===== config.mk =====
export PLATFORM = sky130hd
export DESIGN_NAME = alarm_timer_server_flat
export DESIGN_NICKNAME = d
export VERILOG_FILES = /design/src/rtl/alarm_timer_server_if.sv /design/src/rtl/alarm_timer_server.sv /design/src/flat_wrapper.sv
export SDC_FILE = /design/constraint.sdc
export NUM_CORES = 1
export LEC_CHECK = 0
export ABC_AREA = 1
export BUFFER_PORTS_ARGS = -buffer_cell sky130_fd_sc_hd__buf_4
export CAP_MARGIN = 20
export CORE_ASPECT_RATIO = 1.1
export CORE_MARGIN = 2
export CORE_UTILIZATION = 60
export CTS_BUF_LIST = sky130_fd_sc_hd__clkbuf_2 sky130_fd_sc_hd__clkbuf_4 sky130_fd_sc_hd__clkbuf_8
export DETAILED_ROUTE_END_ITERATION = 8
export PLACE_DENSITY = 0.81
export SLEW_MARGIN = 25
export SYNTH_ARGS = -nofsm -noshare
export SYNTH_HDL_FRONTEND = slang
export SYNTH_SLANG_ARGS = --single-unit

===== constraint.sdc =====
create_clock -name clock -period 2.7 [get_ports clock]
set_clock_uncertainty 0.1 [all_clocks]
set_input_delay 0.27 -clock clock [delete_from_list [all_inputs] [get_ports clock]]
set_output_delay 0.27 -clock clock [all_outputs]
set_load 0.02 [all_outputs]

===== src/rtl/alarm_timer_server_if.sv =====
// Purpose: control/status bundle between the alarm FSM and alarm_timer_server.
// Latency: none, this is wiring only.
// Backpressure: none; start_timer and reprogram are level strobes sampled every clock.
interface alarm_timer_server_if;
    logic       start_timer;
    logic [1:0] interval;
    logic       reprogram;
    logic [1:0] time_param_sel;
    logic [3:0] time_value;
    logic       expired;
    logic       one_hz_enable;
    logic [3:0] value;
    logic [3:0] time_readback;

    // Alarm FSM side: issues requests, observes the timer.
    modport master (
        output start_timer, interval, reprogram, time_param_sel, time_value,
        input  expired, one_hz_enable, value, time_readback
    );

    // Timer side.
    modport slave (
        input  start_timer, interval, reprogram, time_param_sel, time_value,
        output expired, one_hz_enable, value, time_readback
    );
endinterface


===== src/rtl/alarm_timer_server.sv =====
// Purpose: seconds countdown timer with a 4-entry interval table (CLK_DIV clocks per second).
// Latency: load on the start_timer edge; expired rises exactly N*CLK_DIV clocks after that edge.
// Backpressure: none; start_timer is level-sampled and reloads on every high cycle.
// ALARM_TIMER_REPROGRAM_EN: defined makes the interval table writable; undefined keeps it at the defaults.
module alarm_timer_server #(
    parameter int CLK_DIV      = 50000000,
    parameter int T_ARM_DEF    = 6,
    parameter int T_DRIVER_DEF = 8,
    parameter int T_PASS_DEF   = 15,
    parameter int T_ALARM_DEF  = 10
) (
    input  logic                 clock,
    input  logic                 reset,
    alarm_timer_server_if.slave  bus
);
    localparam int            PW      = (CLK_DIV > 2) ? $clog2(CLK_DIV) : 1;
    localparam logic [PW-1:0] PS_LAST = PW'(CLK_DIV - 1);

    typedef enum logic [1:0] {IDLE, COUNT, DONE} state_t;

    state_t        state;
    logic [PW-1:0] presc;
    logic [3:0]    value_q;
    logic          expired_q;
    logic [3:0]    tbl [4];
    logic [3:0]    load_val;
    logic          tick;

    // Table read happens before any same-edge write lands, so a start that
    // coincides with a reprogram of the same entry loads the old value.
    assign load_val = tbl[bus.interval];

    // A start in the last prescaler cycle wins over the decrement, so no tick then.
    assign tick = (state == COUNT) && (presc == PS_LAST) && !bus.start_timer;

`ifdef ALARM_TIMER_REPROGRAM_EN
    // Writable interval table; a running countdown keeps its already-loaded value.
    always_ff @(posedge clock or negedge reset) begin
        if (!reset) begin
            tbl[0] <= 4'(T_ARM_DEF);
            tbl[1] <= 4'(T_DRIVER_DEF);
            tbl[2] <= 4'(T_PASS_DEF);
            tbl[3] <= 4'(T_ALARM_DEF);
        end else if (bus.reprogram) begin
            tbl[bus.time_param_sel] <= bus.time_value;
        end
    end
`else
    // Fixed interval table; the write port is left unconnected.
    logic unused_wr;
    assign unused_wr = ^{bus.reprogram, bus.time_value};
    assign tbl[0] = 4'(T_ARM_DEF);
    assign tbl[1] = 4'(T_DRIVER_DEF);
    assign tbl[2] = 4'(T_PASS_DEF);
    assign tbl[3] = 4'(T_ALARM_DEF);
`endif

    // Countdown FSM: start reloads from any state, COUNT ticks the prescaler,
    // IDLE/DONE park the prescaler at zero and hold value.
    always_ff @(posedge clock or negedge reset) begin
        if (!reset) begin
            state     <= IDLE;
            presc     <= '0;
            value_q   <= 4'd0;
            expired_q <= 1'b0;
        end else if (bus.start_timer) begin
            presc   <= '0;
            value_q <= load_val;
            if (load_val == 4'd0) begin
                state     <= DONE;
                expired_q <= 1'b1;
            end else begin
                state     <= COUNT;
                expired_q <= 1'b0;
            end
        end else begin
            case (state)
                COUNT: begin
                    if (presc == PS_LAST) begin
                        presc <= '0;
                        if (value_q != 4'd0) begin
                            value_q <= value_q - 4'd1;
                        end
                        if (value_q <= 4'd1) begin
                            state     <= DONE;
                            expired_q <= 1'b1;
                        end
                    end else begin
                        presc <= presc + PW'(1);
                    end
                end
                default: begin
                    presc <= '0;
                end
            endcase
        end
    end

    assign bus.expired       = expired_q;
    assign bus.one_hz_enable = tick;
    assign bus.value         = value_q;
    assign bus.time_readback = tbl[bus.time_param_sel];
endmodule


===== src/flat_wrapper.sv =====
// flat-port wrapper written by rule: the top's interface ports become plain ports
module alarm_timer_server_flat 
#(
    parameter int CLK_DIV      = 50000000,
    parameter int T_ARM_DEF    = 6,
    parameter int T_DRIVER_DEF = 8,
    parameter int T_PASS_DEF   = 15,
    parameter int T_ALARM_DEF  = 10
)
  (clock, reset, bus_start_timer, bus_interval, bus_reprogram, bus_time_param_sel, bus_time_value, bus_expired, bus_one_hz_enable, bus_value, bus_time_readback);
  alarm_timer_server_if bus_i ();
  input  logic clock;
  input  logic reset;
  input wire logic [$bits(bus_i.start_timer)-1:0] bus_start_timer;
  input wire logic [$bits(bus_i.interval)-1:0] bus_interval;
  input wire logic [$bits(bus_i.reprogram)-1:0] bus_reprogram;
  input wire logic [$bits(bus_i.time_param_sel)-1:0] bus_time_param_sel;
  input wire logic [$bits(bus_i.time_value)-1:0] bus_time_value;
  output wire logic [$bits(bus_i.expired)-1:0] bus_expired;
  output wire logic [$bits(bus_i.one_hz_enable)-1:0] bus_one_hz_enable;
  output wire logic [$bits(bus_i.value)-1:0] bus_value;
  output wire logic [$bits(bus_i.time_readback)-1:0] bus_time_readback;
  assign bus_i.start_timer = bus_start_timer;
  assign bus_i.interval = bus_interval;
  assign bus_i.reprogram = bus_reprogram;
  assign bus_i.time_param_sel = bus_time_param_sel;
  assign bus_i.time_value = bus_time_value;
  assign bus_expired = bus_i.expired;
  assign bus_one_hz_enable = bus_i.one_hz_enable;
  assign bus_value = bus_i.value;
  assign bus_time_readback = bus_i.time_readback;
  alarm_timer_server #(.CLK_DIV(CLK_DIV), .T_ARM_DEF(T_ARM_DEF), .T_DRIVER_DEF(T_DRIVER_DEF), .T_PASS_DEF(T_PASS_DEF), .T_ALARM_DEF(T_ALARM_DEF)) u_core (.clock(clock), .reset(reset), .bus(bus_i));
endmodule

==> impl_metrics.json <==
{
  "outcome": "finished clean",
  "drt-pass1-iter-count": 4,
  "drt-vias-per-instance": 5.22,
  "max-vdd-ir-drop_uv": 354,
  "syn_inst": 325,
  "vias": 2055,
  "syn_nets": 340,
  "die_y_um": 66.9,
  "final_nets": 360,
  "ant_nets": 0,
  "post-route-util_pct": 71.1,
  "post_cts_buffers": 0,
  "num_antenna_cells": 0,
  "cts_resized": 0,
  "crit_path_start_kind": "flop",
  "worstSetupPathType": "flop to output pin",
  "fp.dieW_um": 61.2,
  "drcViolationCount": 0,
  "tns_ns": 0,
  "relSlewSlack_pct": 62.9,
  "core_area_mm2": 0.00339,
  "antenna_found_initial": 0,
  "hold_viol": 0,
  "p_int_w": 0.000806,
  "ys_types": 26,
  "syn_area_mm2": 0.00216,
  "critical-path-slowest-cell": "dfrtp_1",
  "max_stage_delay_ns": 0.43,
  "setup_viol": 0,
  "cts_buffers": 5,
  "worstMarginPinSlew_ns": 0.556,
  "rsz0062_at_grt": "no",
  "cts_max_level": 2,
  "hpwl_um": 3660,
  "port_buffers": 16,
  "grt_pass1_wl_um": 8490,
  "post_drt_wl_per_cell_um": 12.1,
  "grt.total_usage_pct": 28.1,
  "gp_congestion": 0.895,
  "multi_input_area_mm2": 0.00117,
  "tritoncts": "built",
  "drive_above_1_share_pct": 13.9,
  "clk_latency_ns": 0.34,
  "area_growth_pct": 11.3,
  "min_path_type": "primary input to flop",
  "p_comb_share_pct": 14.8,
  "slew_violations": 0,
  "grt_pass1_vias": 1974,
  "period_minus_slack_ns": 2.40,
  "cts.sinks": 32,
  "seqPwrFrac_pct": 47.3,
  "leakagePower_nw": 1.10,
  "root_buffer": "clkbuf_4",
  "num_io_pins": 22,
  "first_iter_violations": 138,
  "min_period_over_period_pct": 88.9,
  "nFillCells": 303,
  "yosysWarnings": 0,
  "die-area_mm2": 0.00410,
  "setup.worst_path.end_class": "output pin",
  "start_util_pct": 63.8,
  "hold_buffers": 1,
  "clockBufferDepth": 2,
  "synth-seq-cells": 32,
  "crit_chain": "ha_1 > nand3_2 > nor2_4 > and2_4 > nand3b_4 > nor3_2 > buf_4",
  "clk_pin_slew_worst_paths_ns": 0.10,
  "regArea_um2": 801,
  "ys_seq_area_share_pct": 37.1,
  "p_sw_share_pct": 26.7,
  "p_per_area_mw_per_mm2": 457,
  "power_frac_clock_pct": 37.9,
  "fmaxAchievable_ghz": 0.417,
  "routed_wl_um": 4770,
  "drv_cap": 0,
  "grt_start_max_net_pins": 33,
  "gr-total-overflow": 0,
  "critPathArrivalTime_ns": 2.03,
  "synth.avg_cell_area_um2": 6.65,
  "required_ns": 2.33,
  "power_switching_w": 0.000294,
  "rows": 22,
  "path_max_fanout": 12
}
-- stage by stage --
stage	cells	power, W	instance area [um^2]	hold WS, ns	setup WS [ns]
5_1_grt	394	0.00116	2410	0.0952	0.160
2_1_floorplan	325	0.000632	2160	-0.126	0.781
3_3_place_gp	385	0.000689	2300	0.133	0.720
3_5_place_dp	385	0.000693	2300	0.132	0.684
6_report	394	0.00110	2410	0.0719	0.301
4_1_cts	394	0.00111	2410	0.0682	0.284
-- critical path, delay by kind of cell, from the launching register on --
kind                     cells  cell delay, ns
adder cells (fa/ha/maj)      1            0.22
buffers and inverters        1            0.16
flip-flops                   1            0.43
AND/OR/NAND/NOR              5            0.87
-- kinds of logic (layout without fill, tap and decap cells) --
kind of cell,count (synthesis),after routing,synth area share [%]
xor+xnor,8,8,3.24
simple gates,227,227,46.7
buf+inv,45,66,8.97
compound gates,10,10,2.32
fa+ha+maj,3,3,1.74
flops,32,32,37.1
-- power groups by stage --
stage | Clock, W | Sequential, W | Combinational, W
floorplan | 0 | 0.000544 | 0.0000884
global placement | 0 | 0.000529 | 0.000161
detailed placement | 0 | 0.000529 | 0.000164
CTS | 0.000425 | 0.000520 | 0.000165
global route | 0.000443 | 0.000524 | 0.000189
finish | 0.000416 | 0.000520 | 0.000163
-- cell type report --
cell class / instances / share of cell area, %
tap: 48 / 2.50
clock inverter: 1 / 1.25
timing repair buffer: 17 / 5.41
sequential: 32 / 33.3
clock buffer: 7 / 2.70
inverter: 41 / 6.40
multi-input combinational: 248 / 48.5
-- path summary, 6_finish.rpt --
check / cells past startpoint / from / endpoint / slack [ns]
max: 7 / u_core.presc[0] / bus_one_hz_enable / 0.30
min: 2 / bus_start_timer / u_core.bus.expired / 0.07
max reg2reg: 7 / u_core.presc[0] / u_core.presc[15] / 0.77
min reg2reg: 2 / u_core.state[0] / u_core.state[0] / 0.40
max in group asynchronous: 2 / reset / u_core.presc[22] / 1.92
min in group asynchronous: 2 / reset / u_core.presc[0] / 0.29
-- sequential cells by signal, summed over array words and instances (netlist names) --
name / flops
u_core.bus.value: 4
u_core.bus.expired: 1
u_core.state: 1
u_core.presc: 26
-- cells in the mapped netlist --
cell type	instances	area share, %
a21oi_1	5	1.2
and2_2	1	0.35
and2_4	1	0.41
buf_1	1	0.17
buf_12	1	0.93
buf_2	1	0.23
buf_6	1	0.52
dfrtp_1	32	37
ha_1	3	1.7
inv_1	41	7.1
nand2_1	90	16
nand2_2	2	0.58
nand2_4	1	0.52
nand3_1	24	5.6
nand3_2	2	0.93
nand3b_4	1	0.93
nand4_1	4	1.2
nor2_1	75	13
nor2_2	14	4.1
nor2_4	1	0.52
nor3_1	8	1.9
nor3_2	1	0.46
nor3b_1	2	0.69
o21ai_0	5	1.2
xnor2_1	4	1.6
xor2_1	4	1.6
-- cell usage in the layout (no fill, tap or decap) --
master,instances
a21oi_1,5
and2_2,1
and2_4,1
buf_4,16
bufinv_16,1
clkbuf_4,5
clkbuf_8,2
dfrtp_1,32
dlygate4sd3_1,1
ha_1,3
inv_1,41
nand2_1,90
nand2_2,2
nand2_4,1
nand3_1,24
nand3_2,2
nand3b_4,1
nand4_1,4
nor2_1,75
nor2_2,14
nor2_4,1
nor3_1,8
nor3_2,1
nor3b_1,2
o21ai_0,5
xnor2_1,4
xor2_1,4
-- metal layers --
| metal | global-route usage [%] | up-vias | part of all wire (%) |
|---|---|---|---|
| met4 | 11.1 | 0 | 2.3 |
| li1 | - | 1035 | - |
| met5 | 0 | - | 0 |
| met2 | 46.9 | 64 | 48 |
| met3 | 5.83 | 16 | 5.2 |
| met1 | 34.5 | 940 | 44 |
Power figures use the tool's default switching activity.
